### src/rtl/rv32_pkg.sv
// rv32_pkg: shared types and sizes for the RV32 integer register file.
//
// Contents:
//   XLEN         register data width (32)
//   NREG         number of architectural registers, x0 included (32)
//   AW           register index width, log2(NREG) (5)
//   reg_idx_t    register index type
//   xword_t      register data word type
//   busy_state_t per-register load scoreboard state (IDLE / PEND)
package rv32_pkg;

  localparam int XLEN = 32;
  localparam int NREG = 32;
  localparam int AW   = 5;

  typedef logic [AW-1:0]   reg_idx_t;
  typedef logic [XLEN-1:0] xword_t;

  // A register is PEND while a load that targets it has been issued
  // but has not yet written back.
  typedef enum logic {
    BUSY_IDLE = 1'b0,
    BUSY_PEND = 1'b1
  } busy_state_t;

endpackage

### src/rtl/reg_file_busy_scoreboard.sv
// busy_scoreboard: per-register outstanding-load tracker and load-use
// stall generation for the ID stage.
//
// Ports:
//   clk        in   core clock, state updates on rising edge
//   rst_n      in   asynchronous active-low reset, clears every busy bit
//   set_busy   in   ID issues a load to busy_addr
//   busy_addr  in   load destination index
//   clr_en     in   WB write enable (op_write)
//   clr_addr   in   WB destination index (already truncated to AW bits)
//   rs1_addr   in   ID source index 1
//   rs2_addr   in   ID source index 2
//   stall_id   out  a non-zero source of the ID instruction is busy
//
// Build option: REG_FILE_BYPASS_EN makes a same-cycle WB write to a busy
// source clear that source's stall term combinationally.
import rv32_pkg::*;

module busy_scoreboard (
  input  logic     clk,
  input  logic     rst_n,
  input  logic     set_busy,
  input  reg_idx_t busy_addr,
  input  logic     clr_en,
  input  reg_idx_t clr_addr,
  input  reg_idx_t rs1_addr,
  input  reg_idx_t rs2_addr,
  output logic     stall_id
);

  logic [NREG-1:0] busy_vec;

  for (genvar gi = 0; gi < NREG; gi++) begin : g_busy
    if (gi == 0) begin : g_x0
      // x0 can never hold a pending load.
      assign busy_vec[gi] = 1'b0;
    end else begin : g_reg
      busy_state_t state_q;
      busy_state_t state_d;
      logic        set_hit;
      logic        clr_hit;

      assign set_hit = set_busy && (busy_addr == reg_idx_t'(gi));
      assign clr_hit = clr_en   && (clr_addr  == reg_idx_t'(gi));

      always_comb begin
        state_d = state_q;
        case (state_q)
          BUSY_IDLE: if (set_hit) state_d = BUSY_PEND;
          // A coincident set means a newer load owns the register, so
          // the write-back of the older one must not release it.
          BUSY_PEND: if (clr_hit && !set_hit) state_d = BUSY_IDLE;
          default:   state_d = BUSY_IDLE;
        endcase
      end

      always_ff @(posedge clk or negedge rst_n) begin
        if (!rst_n) begin
          state_q <= BUSY_IDLE;
        end else begin
          state_q <= state_d;
        end
      end

      assign busy_vec[gi] = (state_q == BUSY_PEND);
    end
  end

  logic rs1_busy;
  logic rs2_busy;

  always_comb begin
    rs1_busy = busy_vec[rs1_addr] && (rs1_addr != '0);
    rs2_busy = busy_vec[rs2_addr] && (rs2_addr != '0);
`ifdef REG_FILE_BYPASS_EN
    // The forwarded write-back satisfies the dependency this cycle.
    if (clr_en && (clr_addr == rs1_addr)) rs1_busy = 1'b0;
    if (clr_en && (clr_addr == rs2_addr)) rs2_busy = 1'b0;
`endif
    stall_id = rs1_busy || rs2_busy;
  end

endmodule

### src/rtl/reg_file.sv
// reg_file: RV32 integer register file, consumer end of the write-back
// interface. Two combinational read ports for ID, one write port from WB,
// and a busy scoreboard for outstanding loads (load-use stall).
//
// Ports:
//   clk         in   core clock, state updates on rising edge
//   rst_n       in   asynchronous active-low reset (registers and busy bits)
//   op_write    in   WB write enable
//   write_data  in   WB result
//   write_addr  in   WB destination; only bits [AW-1:0] are used
//   rs1_addr    in   read port 1 index
//   rs2_addr    in   read port 2 index
//   rs1_data    out  read port 1 data (x0 reads 0)
//   rs2_data    out  read port 2 data (x0 reads 0)
//   set_busy    in   ID issues a load; mark busy_addr pending
//   busy_addr   in   load destination index
//   stall_id    out  rs1 or rs2 of the ID instruction is busy
//
// Build option: REG_FILE_BYPASS_EN forwards a same-cycle WB write to the
// read ports and clears the matching stall term in the same cycle.
// Without it, reads return the stored value.
import rv32_pkg::*;

module reg_file (
  input  logic        clk,
  input  logic        rst_n,
  input  logic        op_write,
  input  xword_t      write_data,
  input  logic [31:0] write_addr,
  input  reg_idx_t    rs1_addr,
  input  reg_idx_t    rs2_addr,
  output xword_t      rs1_data,
  output xword_t      rs2_data,
  input  logic        set_busy,
  input  reg_idx_t    busy_addr,
  output logic        stall_id
);

  reg_idx_t wr_idx;
  logic     wr_en;
  logic     unused_write_addr_hi;

  assign wr_idx = write_addr[AW-1:0];
  // Writes to x0 are dropped here so x0 never changes.
  assign wr_en  = op_write && (wr_idx != '0);
  assign unused_write_addr_hi = ^write_addr[31:AW];

  xword_t regs_q [NREG];

  always_ff @(posedge clk or negedge rst_n) begin
    if (!rst_n) begin
      for (int i = 0; i < NREG; i++) begin
        regs_q[i] <= '0;
      end
    end else if (wr_en) begin
      regs_q[wr_idx] <= write_data;
    end
  end

  always_comb begin
    rs1_data = '0;
    rs2_data = '0;
    if (rs1_addr != '0) rs1_data = regs_q[rs1_addr];
    if (rs2_addr != '0) rs2_data = regs_q[rs2_addr];
`ifdef REG_FILE_BYPASS_EN
    if (wr_en && (wr_idx == rs1_addr)) rs1_data = write_data;
    if (wr_en && (wr_idx == rs2_addr)) rs2_data = write_data;
`endif
  end

  busy_scoreboard u_busy_scoreboard (
    .clk       (clk),
    .rst_n     (rst_n),
    .set_busy  (set_busy),
    .busy_addr (busy_addr),
    .clr_en    (op_write),
    .clr_addr  (wr_idx),
    .rs1_addr  (rs1_addr),
    .rs2_addr  (rs2_addr),
    .stall_id  (stall_id)
  );

endmodule

### config.mk
export PLATFORM = sky130hd
export DESIGN_NAME = reg_file
export DESIGN_NICKNAME = d
export VERILOG_FILES = /design/src/rtl/rv32_pkg.sv /design/src/rtl/reg_file_busy_scoreboard.sv /design/src/rtl/reg_file.sv
export SDC_FILE = /design/constraint.sdc
export NUM_CORES = 2
export LEC_CHECK = 0
export ABC_AREA = 0
export CELL_PAD_IN_SITES_DETAIL_PLACEMENT = 0
export CELL_PAD_IN_SITES_GLOBAL_PLACEMENT = 1
export CORE_UTILIZATION = 35
export CTS_BUF_LIST = sky130_fd_sc_hd__clkbuf_8
export CTS_CLUSTER_SIZE = 14
export DETAILED_ROUTE_END_ITERATION = 7
export PLACE_DENSITY = 0.65
export SLEW_MARGIN = 20
export SYNTH_ARGS = -nofsm -noshare
export SYNTH_HDL_FRONTEND = slang
export SYNTH_SLANG_ARGS = --single-unit
### constraint.sdc
create_clock -name clk -period 3.1 [get_ports clk]
set_input_delay 0.31 -clock clk [delete_from_list [all_inputs] [get_ports clk]]
set_output_delay 0.31 -clock clk [all_outputs]
set_load 0.01 [all_outputs]
======== Yosys cells after proc, flatten, opt, wreduce, memory -nomap -nowiden ========
Index checks and enable logic that the tools add are counted.
cells by class
  eq/ne operators ......................... 62
  magnitude comparators ................... 6
  reduce and logical (&&, ||, !) cells .... 132
  multiplexer cells ....................... 108
  bitwise logic cells ..................... 34
operator list
  kind                                                                           number
  1024-bit bitwise mux                                                           1
  32-bit binary-select mux with 5-bit select                                     2
  32-bit 2-to-1 mux                                                              7
  32-bit demux with 5-bit select                                                 1
  5-bit == test (second input constant)                                          32
  1-bit logical AND                                                              97
  5-bit by 4-bit == test with 1-bit output (second input constant)               16
  1-bit 2-to-1 mux                                                               64
  1-bit case mux with 2 select lines                                             31
  5-bit by 3-bit == test with 1-bit output (second input constant)               8
  1-bit logical NOT                                                              31
  1-bit NOT                                                                      31
  5-bit by 2-bit == test with 1-bit output (second input constant)               4
  6-bit >= comparator (second input constant)                                    3
  5-bit NOT with 6-bit output                                                    3
  5-bit nonzero test                                                             3
  5-bit by 6-bit less-than comparator with 1-bit output (second input constant)  2
  1-bit binary-select mux with 5-bit select                                      2
  5-bit by 1-bit == test with 1-bit output (second input constant)               2
  6-bit by 1-bit less-than comparator with 1-bit output (second input constant)  1
  1-bit logical OR                                                               1
storage, ports and cells
  bits of input ports ..................... 83
  register bits ........................... 1055
  output and inout bits ................... 65
  word-level logic and storage cells ...... 405

======== Longest topological paths before layout ========
  depth in word-level cells ............... 6
  depth in mapped cells ................... 8
  gate-level depth less buffers ........... 5

======== Modules after synthesis ========
A second synthesis with hierarchy kept.
unflattened totals
  cell total of the unflattened synthesis .. 3812
  area, all modules ....................... 56277.7 um^2
by module, submodules not included
  module           cells each  area an instance (um^2)  times used  seq. area each (um^2)
  reg_file         3621        54378.4                  1           25624.6
  busy_scoreboard  191         1899.3                   1           775.7

======== Worst setup path before layout ========
No wires, ideal clock.
  kind .................................... input -> output
  start point ............................. in rs2_addr[0]
  end point ............................... out rs2_data[11]
  data required time ...................... 2.790 ns
  setup slack ............................. 0.716 ns
  arrival time ............................ 2.074 ns
  cell stages on the path ................. 7
  path buffers ............................ 3
  path through ............................ clkbuf_1 > buf_2 > buf_2 > mux4_2 > mux4_2 > nand2_1 > o21ai_0
on the way
  longest elaborated chain between the ends .. 5
  elaborated cells between the ends (all ways) .. 6
  classes of those cells .................. 4 x mux; 1 x bitwise; 1 x reduce/logical
RTL lines
  what                                                   RTL line        source
  start, declared                                        reg_file.sv:31  input reg_idx_t rs2_addr,
  5-bit NOT with 6-bit output (not written as such)      reg_file.sv:64  if (rs2_addr != '0) rs2_data = regs_q[rs2_addr];
  32-bit binary-select mux with 5-bit select             reg_file.sv:64
  32-bit 2-to-1 mux (not written as such) (2 in series)  reg_file.sv:64
  32-bit 2-to-1 mux *                                    reg_file.sv:64
  end, declared                                          reg_file.sv:33  output xword_t rs2_data,
Every way passes the cells marked *; elsewhere a longest branch is shown, timed or not. The select of a mux whose other input is x is not followed.

======== Worst setup path after layout ========
  start point ............................. reg u_busy_scoreboard.g_busy[9].g_reg.state_q
  end point ............................... out stall_id
on the way
  longest elaborated chain between the ends .. 4
  elaborated cells between the ends (all ways) .. 7
  classes of those cells .................. 4 x mux; 3 x reduce/logical
RTL lines
  what                                                          RTL line                                                        source
  start, declared                                               reg_file_busy_scoreboard.sv:38                                  busy_state_t state_q;
  start signal, assigned                                        reg_file_busy_scoreboard.sv:61                                  state_q <= state_d;
  1-bit binary-select mux with 5-bit select (on tied branches)  reg_file_busy_scoreboard.sv:73, reg_file_busy_scoreboard.sv:74
  1-bit 2-to-1 mux (on tied branches)                           reg_file_busy_scoreboard.sv:73, reg_file_busy_scoreboard.sv:74
  1-bit logical AND (on tied branches)                          reg_file_busy_scoreboard.sv:73, reg_file_busy_scoreboard.sv:74
  1-bit logical OR *                                            reg_file_busy_scoreboard.sv:80                                  stall_id = rs1_busy || rs2_busy;
  end, declared                                                 reg_file.sv:36                                                  output logic stall_id
Marks and branches as above.

==> flow_metrics.env <==
export IMPL_syn_inst=3435
export IMPL_drive_gt1_share_pct=63.4
export IMPL_synth_top_cell_area_share_pct=47.5
export IMPL_max_freq_mhz=324
export IMPL_rsz0062_at_grt="yes"
export IMPL_die_h_um=400
export IMPL_yosys_most_used_dff="dfrtp_1"
export IMPL_p_leak_nw=27.9
export IMPL_cts_tree="done"
export IMPL_dieArea_mm2=0.160
export IMPL_cts_clk_slew_worst_paths_ps=60
export IMPL_fill_cells=14100
export IMPL_cts_root_buf="clkbuf_8"
export IMPL_clock_sinks=1055
export IMPL_critPathLaunchType="register"
export IMPL_yosys_warnings=0
export IMPL_ant_nets=0
export IMPL_row_count=145
export IMPL_drt_iter0_drc=2328
export IMPL_critPathRequiredTime_ps=2790
export IMPL_finalCritPeriodShare_pct=99.7
export IMPL_gp_congestion=0.762
export IMPL_grtUsageMet1_pct=29.5
export IMPL_cts_made_buffers=182
export IMPL_grt_pass1_vias=35600
export IMPL_grt_max_degree=102
export IMPL_ir_worst_vdd_mv=0.446
export IMPL_grt_pass1_wl_um=250000
export IMPL_place_inst=5451
export IMPL_start_util_pct=35.4
export IMPL_slew_viol_final=0
export IMPL_synth_edff_count=0
export IMPL_met2_usage_pct=34.1
export IMPL_wire_per_inst_um=28.9
export IMPL_slew_headroom_pct=25.7
export IMPL_ys_ff_latch=1055
export IMPL_htree_levels=4
export IMPL_path_max_fanout=3
export IMPL_finalPower_mw=40.2
export IMPL_clk_path_buf_depth=3
export IMPL_path_class="register to output pin"
export IMPL_area_growth_pct=16.9
export IMPL_routed_wl_um=167000
export IMPL_dr_pass1_iters=5
export IMPL_min_path_type="primary input to register"
export IMPL_grt_use_met3_pct=3.50
export IMPL_critPathArrivalTime_ps=2780
export IMPL_vias_per_cell=5.78
export IMPL_num_vias=33400
export IMPL_setup_slack_ps=10.3
export IMPL_port_buffers=120
export IMPL_fin_cells=5776
export IMPL_maxCapViolCount=0
export IMPL_status="finished, final reports clean"
export IMPL_final_common_cell="dfrtp_1"
export IMPL_fin_util_pct=41.4
export IMPL_core_area_mm2=0.157
export IMPL_setup_violations=0
export IMPL_clk_latency_ps=900
export IMPL_fin_skew_ps=0
export IMPL_powerDensity_mw_per_mm2=619
export IMPL_endpoint_kind="output pin"
export IMPL_antenna_found_initial=5
export IMPL_worst_slew_pin_transition_ps=1110
export IMPL_final_nets=3670
export IMPL_syn_nets=3518
export IMPL_dp_hpwl_um=103000
export IMPL_synth_seq_area_share_pct=47.5
export IMPL_final_cell_mix="dfrtp_1 (1055), mux2_2 (992), mux4_2 (653), clkbuf_8 (236), buf_4 (122)"
export IMPL_ys_async_sr_fraction_pct=100
export IMPL_drc=0
export IMPL_io_pins=148
export IMPL_syn_area_mm2=0.0556
export IMPL_syn_area_per_cell_um2=16.2
export IMPL_whs_ps=67.7
export IMPL_yosysTopAreaCell="dfrtp_1"
export IMPL_pre_cts_ws_ps=10.6
export IMPL_fp_dieW_um=400
export IMPL_finalCriticalPeriod_ps=3090
export IMPL_synthDistinctLibCells=34
export IMPL_grt_busiest_layer="met2"
export IMPL_globalRouteOverflowTotal=0
export IMPL_track_usage_pct=21.1
export IMPL_synth_area_leaders="dfrtp_1 (48%), mux4_2 (26%), mux2_2 (20%)"
export IMPL_hold_viol=0
[logic make-up after synthesis]
group,Yosys count,synth area share [%]
mux,1655,46.8
buf+inv,463,3.36
flops,1055,47.5
compound gates,124,1.26
simple gates,138,1.08
[metal layers]
layer / share of wire (%) / up-vias
li1: - / 13700
met2: 49 / 885
met3: 4.6 / 247
met5: 0.014 / -
met1: 44 / 18600
met4: 2.4 / 4
[Yosys cell counts, types with 20 or more instances]
| cell | count |
|---|---|
| mux2_2 | 994 |
| buf_2 | 93 |
| nor2_1 | 20 |
| o21ai_0 | 43 |
| inv_1 | 69 |
| dfrtp_1 | 1055 |
| o21ai_1 | 53 |
| mux4_2 | 653 |
| clkbuf_1 | 235 |
| nand2_1 | 88 |
| buf_1 | 64 |
[repair_timing]
action,4_1_cts,5_1_grt
endpoints found under the hold margin,754,0
setup endpoints to repair,65,5
pin swaps,3,2
resized for setup,359,6
setup buffers,2,4
gates cloned,0,0
hold buffers,4,0
[critical path, cell delays in order, from the launching register on]
cell	delay, ps
dfrtp_1	400
mux4_2	450
mux2_4	290
a21oi_2	100
o21ai_1	70
a221o_1	400
buf_2	160
[worst paths after layout]
| path | from | to | slack [ps] | cells past startpoint |
|---|---|---|---|---|
| max in group asynchronous | rst_n | regs_q[915] | 1530 | 5 |
| min reg2reg | regs_q[1023] | regs_q[1023] | 390 | 0 |
| max | u_busy_scoreboard.g_busy[9].g_reg.state_q | stall_id | 10 | 6 |
| min in group asynchronous | rst_n | regs_q[415] | 630 | 4 |
| min | write_data[30] | regs_q[702] | 70 | 2 |
| max reg2reg | regs_q[414] | regs_q[414] | 2170 | 2 |
[final cells by class]
| cell class | instances | area, um2 | share of cell area (%) |
|---|---|---|---|
| Multi-Input combinational cell | 1917 | 27900 | 42.9 |
| Sequential cell | 1055 | 26400 | 40.6 |
| Timing Repair Buffer | 362 | 4140 | 6.38 |
| Tap cell | 2058 | 2570 | 3.96 |
| Clock buffer | 236 | 3250 | 5.00 |
| Inverter | 69 | 259 | 0.399 |
| Antenna cell | 1 | 2.50 | 0.00385 |
| Clock inverter | 78 | 463 | 0.713 |
[sequential cells by signal, indices dropped and copies added (netlist names)]
name / flops
regs_q: 1024
u_busy_scoreboard.g_busy.g_reg.state_q: 31
[report_power, final]
| part | switching, mW | internal, mW | leakage, nW | total (mW) |
|---|---|---|---|---|
| Combinational | 3.30 | 5.56 | 12.3 | 8.86 |
| Sequential | 1.86 | 16.4 | 13.5 | 18.3 |
| Clock | 5.95 | 7.10 | 2.09 | 13.1 |
[per-stage QoR]
| stage | TNS, ps | cell area, um2 |
|---|---|---|
| after CTS | -243 | 65000 |
| after detailed placement | 0 | 61200 |
| final | 0 | 65000 |
| after global routing | -156 | 65000 |
| after floorplan | 0 | 55600 |
| after global placement | -23070 | 61200 |
Note: power is estimated with default switching activity, not from simulation.
